**src/rtl/temp_sense.sv**
```systemverilog
// temp_sense: periodic serial temperature read with debounced 36/38 C flags.
// Optional macro TEMP_SENSE_PARITY_EN adds an even-parity bit to each frame.
module temp_sense #(
    parameter int SAMPLE_DIV = 1000,
    parameter int DEBOUNCE_N = 3,
    parameter int HYST       = 1
) (
    input  logic       clk,
    input  logic       rst,
    input  logic       sdi,
    output logic       cs_n,
    output logic       sck,
    output logic [7:0] sample,
    output logic       sample_valid,
    output logic       temp36,
    output logic       temp38,
    output logic       fault
);

`ifdef TEMP_SENSE_PARITY_EN
    localparam int F = 9;
`else
    localparam int F = 8;
`endif

    localparam int CW = $clog2(SAMPLE_DIV);
    localparam int SW = $clog2(2 * F);
    localparam logic [CW-1:0] DIV_LAST = CW'(SAMPLE_DIV - 1);
    localparam logic [SW-1:0] BIT_LAST = SW'(2 * F - 1);
    localparam logic [3:0] DEB_N = 4'(DEBOUNCE_N);

    localparam int T36 = 36;
    localparam int T38 = 38;
    localparam int C36 = T36 - HYST;
    localparam int C38 = T38 - HYST;

    typedef enum logic [1:0] {
        IDLE,
        SETUP,
        SHIFT,
        DONE
    } state_t;

    state_t        state_q, state_d;
    logic [CW-1:0] div_q, div_d;
    logic [SW-1:0] bit_q, bit_d;
    logic [F-1:0]  shreg_q, shreg_d;
    logic          cs_n_q, cs_n_d;
    logic          sck_q, sck_d;
    logic [7:0]    sample_q, sample_d;
    logic          valid_q, valid_d;
    logic          t36_q, t36_d;
    logic          t38_q, t38_d;
    logic [3:0]    cnt36_q, cnt36_d;
    logic [3:0]    cnt38_q, cnt38_d;

    logic              frame_done;
    logic              parity_ok;
    logic              accept;
    logic [7:0]        data;
    logic signed [7:0] temp_s;
    logic              set36, clr36, set38, clr38;
    logic [4:0]        deb36, deb38;

    // One debounce step: count samples arguing for the opposite flag value.
    function automatic logic [4:0] debounce(
        input logic       flag,
        input logic [3:0] cnt,
        input logic       set_c,
        input logic       clr_c
    );
        logic       hit;
        logic [3:0] nxt;
        logic [4:0] res;
        hit = flag ? clr_c : set_c;
        nxt = cnt + 4'd1;
        if (!hit) begin
            res = {flag, 4'd0};
        end else if (nxt == DEB_N) begin
            res = {~flag, 4'd0};
        end else begin
            res = {flag, nxt};
        end
        return res;
    endfunction

    assign data       = shreg_q[F-1 -: 8];
    assign temp_s     = data;
    assign frame_done = (state_q == DONE);

`ifdef TEMP_SENSE_PARITY_EN
    assign parity_ok = ~(^shreg_q);
`else
    assign parity_ok = 1'b1;
`endif

    assign accept = frame_done & parity_ok;

    // Read sequencer: free-running interval counter plus frame shifter.
    always_comb begin
        state_d = state_q;
        bit_d   = bit_q;
        shreg_d = shreg_q;
        div_d   = (div_q == DIV_LAST) ? '0 : div_q + 1'b1;
        unique case (state_q)
            IDLE: begin
                if (div_q == DIV_LAST) begin
                    state_d = SETUP;
                    bit_d   = '0;
                end
            end
            SETUP: begin
                state_d = SHIFT;
                bit_d   = '0;
            end
            SHIFT: begin
                if (bit_q[0]) begin
                    shreg_d = {shreg_q[F-2:0], sdi};
                end
                if (bit_q == BIT_LAST) begin
                    state_d = DONE;
                end else begin
                    bit_d = bit_q + 1'b1;
                end
            end
            DONE: begin
                state_d = IDLE;
            end
            default: begin
                state_d = IDLE;
            end
        endcase
        cs_n_d = ~((state_d == SETUP) || (state_d == SHIFT));
        sck_d  = (state_d == SHIFT) && bit_d[0];
    end

    // Sample capture and per-threshold debounce on accepted frames.
    always_comb begin
        set36 = (int'(temp_s) >= T36);
        clr36 = (int'(temp_s) < C36);
        set38 = (int'(temp_s) >= T38);
        clr38 = (int'(temp_s) < C38);
        deb36 = debounce(t36_q, cnt36_q, set36, clr36);
        deb38 = debounce(t38_q, cnt38_q, set38, clr38);
        sample_d = sample_q;
        valid_d  = accept;
        t36_d    = t36_q;
        t38_d    = t38_q;
        cnt36_d  = cnt36_q;
        cnt38_d  = cnt38_q;
        if (accept) begin
            sample_d = data;
            {t36_d, cnt36_d} = deb36;
            {t38_d, cnt38_d} = deb38;
        end
    end

    // Sequencer and sensor-pin state.
    always_ff @(posedge clk or posedge rst) begin
        if (rst) begin
            state_q <= IDLE;
            div_q   <= '0;
            bit_q   <= '0;
            shreg_q <= '0;
            cs_n_q  <= 1'b1;
            sck_q   <= 1'b0;
        end else begin
            state_q <= state_d;
            div_q   <= div_d;
            bit_q   <= bit_d;
            shreg_q <= shreg_d;
            cs_n_q  <= cs_n_d;
            sck_q   <= sck_d;
        end
    end

    // Result registers and debounce state.
    always_ff @(posedge clk or posedge rst) begin
        if (rst) begin
            sample_q <= '0;
            valid_q  <= 1'b0;
            t36_q    <= 1'b0;
            t38_q    <= 1'b0;
            cnt36_q  <= '0;
            cnt38_q  <= '0;
        end else begin
            sample_q <= sample_d;
            valid_q  <= valid_d;
            t36_q    <= t36_d;
            t38_q    <= t38_d;
            cnt36_q  <= cnt36_d;
            cnt38_q  <= cnt38_d;
        end
    end

`ifdef TEMP_SENSE_PARITY_EN
    logic fault_q, fault_d;

    // Sticky frame-error flag, cleared only by reset.
    always_comb begin
        fault_d = fault_q | (frame_done & ~parity_ok);
    end

    // Fault register.
    always_ff @(posedge clk or posedge rst) begin
        if (rst) begin
            fault_q <= 1'b0;
        end else begin
            fault_q <= fault_d;
        end
    end

    assign fault = fault_q;
`else
    assign fault = 1'b0;
`endif

    assign cs_n         = cs_n_q;
    assign sck          = sck_q;
    assign sample       = sample_q;
    assign sample_valid = valid_q;
    assign temp36       = t36_q;
    assign temp38       = t38_q;

endmodule

```
**config.mk**
```make
export PLATFORM = sky130hd
export DESIGN_NAME = temp_sense
export DESIGN_NICKNAME = d
export VERILOG_FILES = /design/src/rtl/temp_sense.sv
export SDC_FILE = /design/constraint.sdc
export NUM_CORES = 1
export LEC_CHECK = 0
export CAP_MARGIN = 0
export CORE_MARGIN = 8
export CORE_UTILIZATION = 62
export CTS_CLUSTER_DIAMETER = 40
export DETAILED_ROUTE_END_ITERATION = 7
export MAX_ROUTING_LAYER = met4
export PLACE_DENSITY = 0.95
export SYNTH_ARGS = -nofsm -noshare
export SYNTH_HDL_FRONTEND = slang
export SYNTH_SLANG_ARGS = --single-unit
```
**constraint.sdc**
```tcl
create_clock -name clk -period 2.75 [get_ports clk]
set_clock_uncertainty 0.1 [all_clocks]
set_input_delay 0.6875 -clock clk [delete_from_list [all_inputs] [get_ports clk]]
set_output_delay 0.6875 -clock clk [all_outputs]
set_load 0.02 [all_outputs]
```
==> results of run 1 <==
==> through the flow <==
step | util [%] | cells
5_1_grt | 74.0 | 266
2_1_floorplan | - | 199
3_5_place_dp | 71.4 | 258
3_3_place_gp | 71.4 | 258
6_report | 74.0 | 266
4_1_cts | 74.0 | 266
==> flip-flops by register name (all words and copies together), names as in the netlist <==
name          cells
sck               1
cs_n              1
temp36            1
cnt38_q           4
state_q           2
sample            8
bit_q             4
data              8
div_q            10
temp38            1
sample_valid      1
cnt36_q           4
==> cell families (layout without fill, tap and decap cells) <==
family                     count (synthesis)  in the layout  share of synthesized area (%)
and+or+nand+nor                           60             60                           14.3
DFF                                       45             45                           52.1
AOI/OAI and AO/OA                         42             42                           12.6
muxes                                     18             18                           9.25
buffers and inverters                     16             37                           2.95
adders and majority gates                 10             10                           5.78
xor gates and xnor gates                   7              7                           2.83
other                                      1              1                          0.173
==> placed cells by master, fill, tap and decap left out, types with 2 or more instances in the layout <==
cell and count:
dfrtp_1 44, nor2_1 15, o2bb2ai_1 2, clkbuf_4 5
xor2_1 5, nand2_1 10, nor3_1 2, o21a_1 2
nand4_1 3, clkdlybuf4s50_1 15, mux2i_1 2, inv_1 11
nand2b_1 2, ha_1 10, o21ai_0 15, and3_1 4
xnor2_1 2, a21oi_1 9, and2_1 5, a211oi_1 2
mux2_2 16, nand3_1 13, a211o_1 2
==> power by group <==
part           leakage (nW)  switching, mW  total [mW]  internal (mW)
combinational         0.494         0.0143      0.0203        0.00598
clock                0.0445          0.217       0.433          0.216
sequential            0.609        0.00122       0.664          0.662
total                  1.15          0.233        1.12          0.884
==> synth_stat cells (2+ instances only) <==
cell and instances:
nor2_1 15, dfrtp_1 44, nand3_1 13, ha_1 10, mux2_2 16, o2bb2ai_1 2
inv_1 12, clkbuf_1 3, nand2b_1 2, a21oi_1 9, and3_1 4, nand4_1 3
nand2_1 10, and2_1 5, o21a_1 2, a211oi_1 2, a211o_1 2, nor3_1 2
o21ai_0 15, xnor2_1 2, mux2i_1 2, xor2_1 5
==> layer usage <==
layer	track usage, %	vias up	wire length (µm)
met2	26.7	28	2040
met4	8.91	0	87
met5	-	-	0
met3	4.79	8	148
met1	20.3	758	1880
li1	-	759	-
==> worst paths after layout <==
check                           startpoint  endpoint  slack, ns  cells after the start
worst max-delay path                  cs_n      cs_n       0.47                      1
min in group asynchronous              rst   data[3]       0.52                      2
worst min-delay path              div_q[0]  div_q[0]       0.40                      1
worst min register to register    div_q[0]  div_q[0]       0.40                      1
max in group asynchronous              rst  div_q[0]       1.54                      3
worst max register to register    div_q[0]       sck       0.72                      7
==> final cells by class <==
type                    count  area [µm²]
flip-flops and latches     45        1130
multi-input cells         138         973
fillers                   217         867
repair buffers             17         178
well taps                  46        57.6
clock buffers               6        51.3
inverters                  12        45.0
clock inverters             2        37.5
==> worst register-to-register path, cell delays in order, from the launching register on <==
cell      delay (ns)
dfrtp_1         0.40
ha_1            0.22
and4bb_1        0.28
and3_1          0.31
o21ai_0         0.12
o21a_1          0.14
ha_1            0.20
and2_1          0.15
==> metrics, run 1 <==
synth unique cells=41; GRT Util Overall=17.4%; yosys warns=0; status=complete, no violations; Reg clk slew, reported paths=0.12 ns; Slew Limit Fails=0; PortBufs=15; TritonCTS Buffers=5; FFs w/ async S/R, synth=100%; CP bufs+invs=1; Clk Latency, worst-skew pair=0.37 ns; routed wire length=4.16 mm; initial antenna violation count=0; Synth Instances=199; clk root buf=clkbuf_4; Max stage delay cell, worst path=clkdlybuf4s50_1; power per cell area=452 mW/mm²; CP top delay family=buffers and inverters; top post-synthesis cells by area=dfrtp_1 51%, mux2_2 8.3%, ha_1 5.8%; grt ovf=0; synthesized area per cell=10.9 µm²; Die H=75.1 µm; Setup violations, final=0; number of synthesized flops with an enable pin=0; Worst VDD drop=385 µV; Post-CTS Setup Bufs=0; Critical Path Sink Type=primary output; router iterations before antenna repair=4; Worst EP arrival=1.50 ns; worst slew margin relative to its limit=64.8%; placed instance area=0.00238 mm²; worst setup slack after layout=0.465 ns; Fmax achieved=438 MHz; post-route minimum period=2.28 ns; Fin Setup TNS=0 ns; Final nets=232; CP Max Fanout=1; vias in the first global route=1544; Synth top area share=50.9%; cts-stage hold buffer count=0; ys flop type=dfrtp_1; TritonCTS clock tree=done; largest area contributor in the netlist=dfrtp_1; CP Launch Type=flip-flop; Seq cells post-synth=45; Pleak=1.15 nW; Final Hold Fails=0; Remaining DRCs=0; Max-Cap Viols=0; CP max stage delay=0.60 ns; GP Congestion=0.853; die area=0.00564 mm²; via density per instance=5.84; Worst EP required=1.96 ns; net count after synthesis=212; RSZ-0062 raised after global routing=no; H-tree depth=2; area grow syn2layout=14.1%; critical path cell sequence=clkdlybuf4s50_1; cts repair resizes=0; PnR Total Power=1.12 mW; Tightest Pin Transition=0.528 ns; clock buffer depth=2; FP Rows=21; Num Clock Sinks=45; layout cells sized above 1=14.1%; antenna cells=0; via count=1553; synthesized cell area=0.00216 mm²; antenna viol nets, final=0; Seq/Total Area, Yosys=52.1%; Setup Slack @ Placement=0.784 ns; CP Class=flip-flop to primary output; initial DRC count=100; DR WL/cell=15.6 µm; Hold WC Path Type=flip-flop to flip-flop; CORE AREA=0.00334 mm²; IO Count=17; Post-DP HPWL=2.99 mm; Final Cycle Share=83.1%; largest net degree at the start of global routing=27; first-pass GRT wire length=7.12 mm; Initial Util=64.9%; WHS=0.399 ns; Die Wd=75.1 µm; fin area=0.00247 mm²
No activity file was read; power rests on OpenSTA's default activity.
==> inputs of run 2 (changes only) <==
Settings changed: CORE_UTILIZATION 62 to 52, PLACE_DENSITY 0.95 to 0.87.
Clock period 2.75 ns to 2 ns, I/O delays scaled along.
==> run 2 against run 1 <==
  * Register-to-register slack got worse by 0.65 ns
  * First-iteration DRC count fell by 37%
  * Final area increased by 3.2%
  * Hold slack lost 0.0012 ns
  * Die area is 15% higher
  * Non-clock buffer count up 3
  * Critical endpoint is now temp36
  * Highest routed layer unchanged
==> metrics, run 2 (synthesized netlist as in run 1, its figures left out) <==
PnR Total Power=1.62 mW; Die Wd=80.5 µm; H-tree depth=2; CP max stage delay=0.63 ns; HP Start=div_q[8]; Final Cycle Share=97.1%; Switching Fraction=20.5%; WHS=0.398 ns; Fmax achieved=515 MHz; Reg-to-Reg Start=div_q[1]; clock buffer depth=2; TritonCTS clock tree=done; Switch Pwr=0.333 mW; initial DRC count=63; Final nets=235; via density per instance=5.66; area grow syn2layout=17.7%; routed wire length=4.03 mm; sequential cell area=0.00113 mm²; most common cell after layout, fill and taps aside=dfrtp_1; commonest non-fill, non-tap cells in the layout=43 x dfrtp_1, 16 x mux2_2, 15 x nor2_1, 15 x o21ai_0, 14 x clkdlybuf4s50_1; Critical Path Sink Type=primary output; area of the multi-input gates=998 µm²; Seq pwr share=56.1%; PortBufs=15; vias in the first global route=1571; Reg clk slew, reported paths=0.08 ns; Hold Path Stages=1; max reg flops=10; Hold WC Path Type=flip-flop to flip-flop; Clock power frac=42.2%; GRT Util Overall=13.6%; CP Launch Type=flip-flop; TritonCTS Buffers=5; CP Class=flip-flop to primary output; placed instance area=0.00241 mm²; grt ovf=0; Hold EP=div_q[8]; clk root buf=clkbuf_8; via count=1545; CP bufs+invs=1; Fillers=294; initial antenna violation count=0; Worst VDD drop=504 µV; status=complete, no violations; r2r endpoint=sck; Internal=1.29 mW; Reg with most FFs=div_q; Worst EP required=1.40 ns; Worst EP arrival=1.34 ns; router iterations before antenna repair=5; DR WL/cell=14.8 µm; critical path cell sequence=clkdlybuf4s50_1; FP Rows=23; reg2reg path depth=6; Max-Cap Viols=0; fin area=0.00255 mm²; largest net degree at the start of global routing=46; Pleak=1.16 nW; CORE AREA=0.00400 mm²; Slew Limit Fails=0; die area=0.00648 mm²; GP Congestion=0.780; Clk Latency, worst-skew pair=0.31 ns; Max stage delay cell, worst path=clkdlybuf4s50_1; Setup violations, final=0; Die H=80.5 µm; power per cell area=638 mW/mm²; IO Count=17; post-route minimum period=1.94 ns; Comb pwr share=1.7%; antenna viol nets, final=0; Num Clock Sinks=45; Remaining DRCs=0; CP top delay family=buffers and inverters; Initial Util=54.1%; first-pass GRT wire length=6.69 mm; CP Max Fanout=4; layout cells sized above 1=16.6%; Post-DP HPWL=2.87 mm; R2R Setup Slk=0.07 ns; Final Hold Fails=0; antenna cells=0
## run 2: changes by cell type in the layout (fill, tap and decap cells not counted), moves of 2 or more
cell,delta
buf_4,+3
ha_1,-2
ha_4,+2
clkbuf_8,+4
clkbuf_4,-5
## run 2: worst max path at each step
stage | slack (ns) | to | from | cells past startpoint
6_report | 0.06 | temp36 | temp36 | 1
5_1_grt | -0.02 | sck | div_q[0] | 6
4_1_cts | 0.05 | temp36 | temp36 | 1
3_5_place_dp | 0.07 | sck | div_q[0] | 6
3_3_place_gp | 0.15 | temp38 | cnt38_q[1] | 6
2_1_floorplan | 0.17 | sck | div_q[0] | 8
## run 2: routing by layer
| layer | wire length [µm] | share of wire (%) | track usage, % |
|---|---|---|---|
| met5 | 0 | 0 | - |
| met4 | 19 | 0.47 | 5.45 |
| met3 | 173 | 4.3 | 5.02 |
| met2 | 2110 | 52 | 21.8 |
| met1 | 1730 | 43 | 14.8 |
## run 2: worst reg2reg max path, cell delays in order (launching register included)
cell      delay [ns]
dfrtp_1         0.43
ha_4            0.17
and4bb_2        0.26
nand3_2         0.10
a221o_1         0.38
a32o_1          0.22
and2_1          0.16
## run 2: layout make-up
cell class / instances / share of cell area, %
clock buffers: 5 / 2.70
clock inverters: 3 / 1.82
inverters: 12 / 1.77
multi-input cells: 138 / 39.2
flip-flops and latches: 45 / 44.3
well taps: 50 / 2.45
repair buffers: 20 / 7.81
## run 2: through the flow
step / setup TNS, ns / utilization (%) / instances / setup slack, ns
2_1_floorplan: 0 / - / 199 / 0.167
3_3_place_gp: 0 / 60.2 / 265 / 0.152
3_5_place_dp: 0 / 60.2 / 265 / 0.0700
4_1_cts: 0 / 63.1 / 273 / 0.0454
5_1_grt: -0.0190 / 63.7 / 273 / -0.0190
6_report: 0 / 63.7 / 273 / 0.0575
## run 2: what timing repair did
action | 4_1_cts | 5_1_grt
buffers inserted | 0 | 0
gates resized for setup | 1 | 6
pin swaps | 0 | 1
hold buffers | 0 | 0
endpoints found under the setup margin | 1 | 2
## run 2: power by group through the flow
| stage | Combinational, mW | Sequential, mW | Clock (mW) |
|---|---|---|---|
| after floorplan | 0.0174 | 0.929 | 0 |
| after global placement | 0.0292 | 0.930 | 0 |
| after detailed placement | 0.0294 | 0.930 | 0 |
| after CTS | 0.0295 | 0.911 | 0.704 |
| after global routing | 0.0332 | 0.912 | 0.739 |
| final | 0.0281 | 0.912 | 0.685 |
==> inputs of run 3 (changes only) <==
Settings changed: SETUP_SLACK_MARGIN set to 0.02.
==> run 3 against run 2 <==
  * Final cell count rose by 0.37%
  * Hold slack about the same
  * Setup slack gained 0.041 ns
  * Sequential power hardly changed
  * Combinational power grew 1%
  * Critical path depth is 5 higher
  * Largest cell class unchanged
  * Global-route usage unchanged
  * Via count increased by 0.32%
  * Clock-buffer cell count stayed put
  * Core utilization unchanged
==> metrics, run 3 (synthesized netlist as in run 1, its figures left out) <==
status=complete, no violations; Hold EP=div_q[8]; clock buffer depth=2; critical path cell sequence=ha_4, and4bb_2, nand3_2, a221o_1, a32o_1, and2_1; clk root buf=clkbuf_8; RSZ-0062 raised after global routing=yes; Critical Path Sink Type=flip-flop; Final nets=236; Reg-to-Reg Start=div_q[1]; Num Clock Sinks=45; placed instance area=0.00241 mm²; layout cells sized above 1=17.0%; initial DRC count=85; H-tree depth=2; Clk Latency, worst-skew pair=0.31 ns; routed wire length=4.08 mm; Die Wd=80.5 µm; Final Cycle Share=95.1%; via density per instance=5.66; Hold Path Stages=1; Slew Limit Fails=0; Post-DP HPWL=2.87 mm; fin area=0.00255 mm²; R2R Setup Slk=0.1 ns; Fmax achieved=526 MHz; post-route minimum period=1.90 ns; non-filler instance count after layout=274; max reg flops=10; first-pass GRT wire length=6.69 mm; final core occ=63.7%; TritonCTS clock tree=done; Worst EP required=2.09 ns; Worst VDD drop=504 µV; antenna cells=0; power per cell area=639 mW/mm²; Pleak=1.19 nW; TritonCTS Buffers=5; Final Hold Fails=0; Reg clk slew, reported paths=0.08 ns; antenna viol nets, final=0; CP max stage delay=0.43 ns; die area=0.00648 mm²; FP Rows=23; GRT Util Overall=13.6%; Setup violations, final=0; Fin Setup TNS=0 ns; GP Congestion=0.780; reg2reg path depth=6; CP Launch Type=flip-flop; HP Start=div_q[8]; CORE AREA=0.00400 mm²; PortBufs=15; WHS=0.398 ns; area grow syn2layout=17.7%; router iterations before antenna repair=5; DR WL/cell=14.9 µm; most common cell after layout, fill and taps aside=dfrtp_1; grt ovf=0; Reg with most FFs=div_q; Worst EP arrival=1.99 ns; largest net degree at the start of global routing=46; Cells after DPL=265; initial antenna violation count=0; CP Class=flip-flop to flip-flop; Initial Util=54.1%; via count=1550; Hold WC Path Type=flip-flop to flip-flop; Remaining DRCs=0; Max stage delay cell, worst path=dfrtp_1; IO Count=17; commonest non-fill, non-tap cells in the layout=43 x dfrtp_1, 16 x mux2_2, 15 x nor2_1, 15 x o21ai_0; vias in the first global route=1571; Max-Cap Viols=0; CP Max Fanout=3; Die H=80.5 µm; r2r endpoint=sck
[run 3: cell types whose count changed in the layout (fill, tap and decap cells not counted), sizes merged]
| cell | delta |
|---|---|
| clkdlybuf4s50 | -1 |
| buf | +1 |
| dlymetal6s2s | +1 |
[run 3: critical path, delay by kind of cell (launching register included)]
| kind | cells | cell delay, ns |
|---|---|---|
| AO/OA/AOI/OAI | 2 | 0.57 |
| flip-flops | 1 | 0.43 |
| AND/OR/NAND/NOR | 3 | 0.52 |
| adder cells (fa/ha/maj) | 1 | 0.17 |
[run 3: stage by stage]
| step | setup slack [ns] | total power, mW |
|---|---|---|
| final | 0.0989 | 1.63 |
| after global routing | -0.0000218 | 1.68 |
| after CTS | 0.0454 | 1.64 |
| after detailed placement | 0.0700 | 0.959 |
| after global placement | 0.152 | 0.959 |
| after floorplan | 0.167 | 0.947 |
[run 3: power breakdown]
group          switching (mW)  total [mW]  internal (mW)
Clock                   0.314       0.687          0.374
Combinational          0.0201      0.0285        0.00840
Sequential            0.00149       0.912          0.910
Total                   0.335        1.63           1.29
[run 3: area by class of cell]
| type | count | area [µm²] |
|---|---|---|
| clock inverter | 3 | 46.3 |
| clock buffer | 5 | 68.8 |
| timing repair buffer | 21 | 209 |
| fill | 295 | 1450 |
| tap | 50 | 62.6 |
| multi-input combinational | 138 | 988 |
| inverter | 12 | 45.0 |
| sequential | 45 | 1130 |
[run 3: how the worst max path moves through the flow]
stage,to,startpoint
2_1_floorplan,sck,div_q[0]
3_3_place_gp,temp38,cnt38_q[1]
3_5_place_dp,sck,div_q[0]
4_1_cts,temp36,temp36
5_1_grt,temp38,cnt38_q[1]
6_report,sck,div_q[1]
[run 3: repair_timing]
action	CTS	global route
setup endpoints to repair	1	4
gates resized for setup	1	6
setup buffers	0	1
hold buffers	0	0
hold endpoints to repair	0	0
pin swaps	0	2
[run 3: layer usage]
metal / global-route usage (%) / wire [µm] / share of wire (%)
met1: 14.8 / 1770 / 44
met2: 21.8 / 2110 / 52
met3: 5.02 / 167 / 4.1
met4: 5.45 / 29 / 0.71
met5: - / 0 / 0
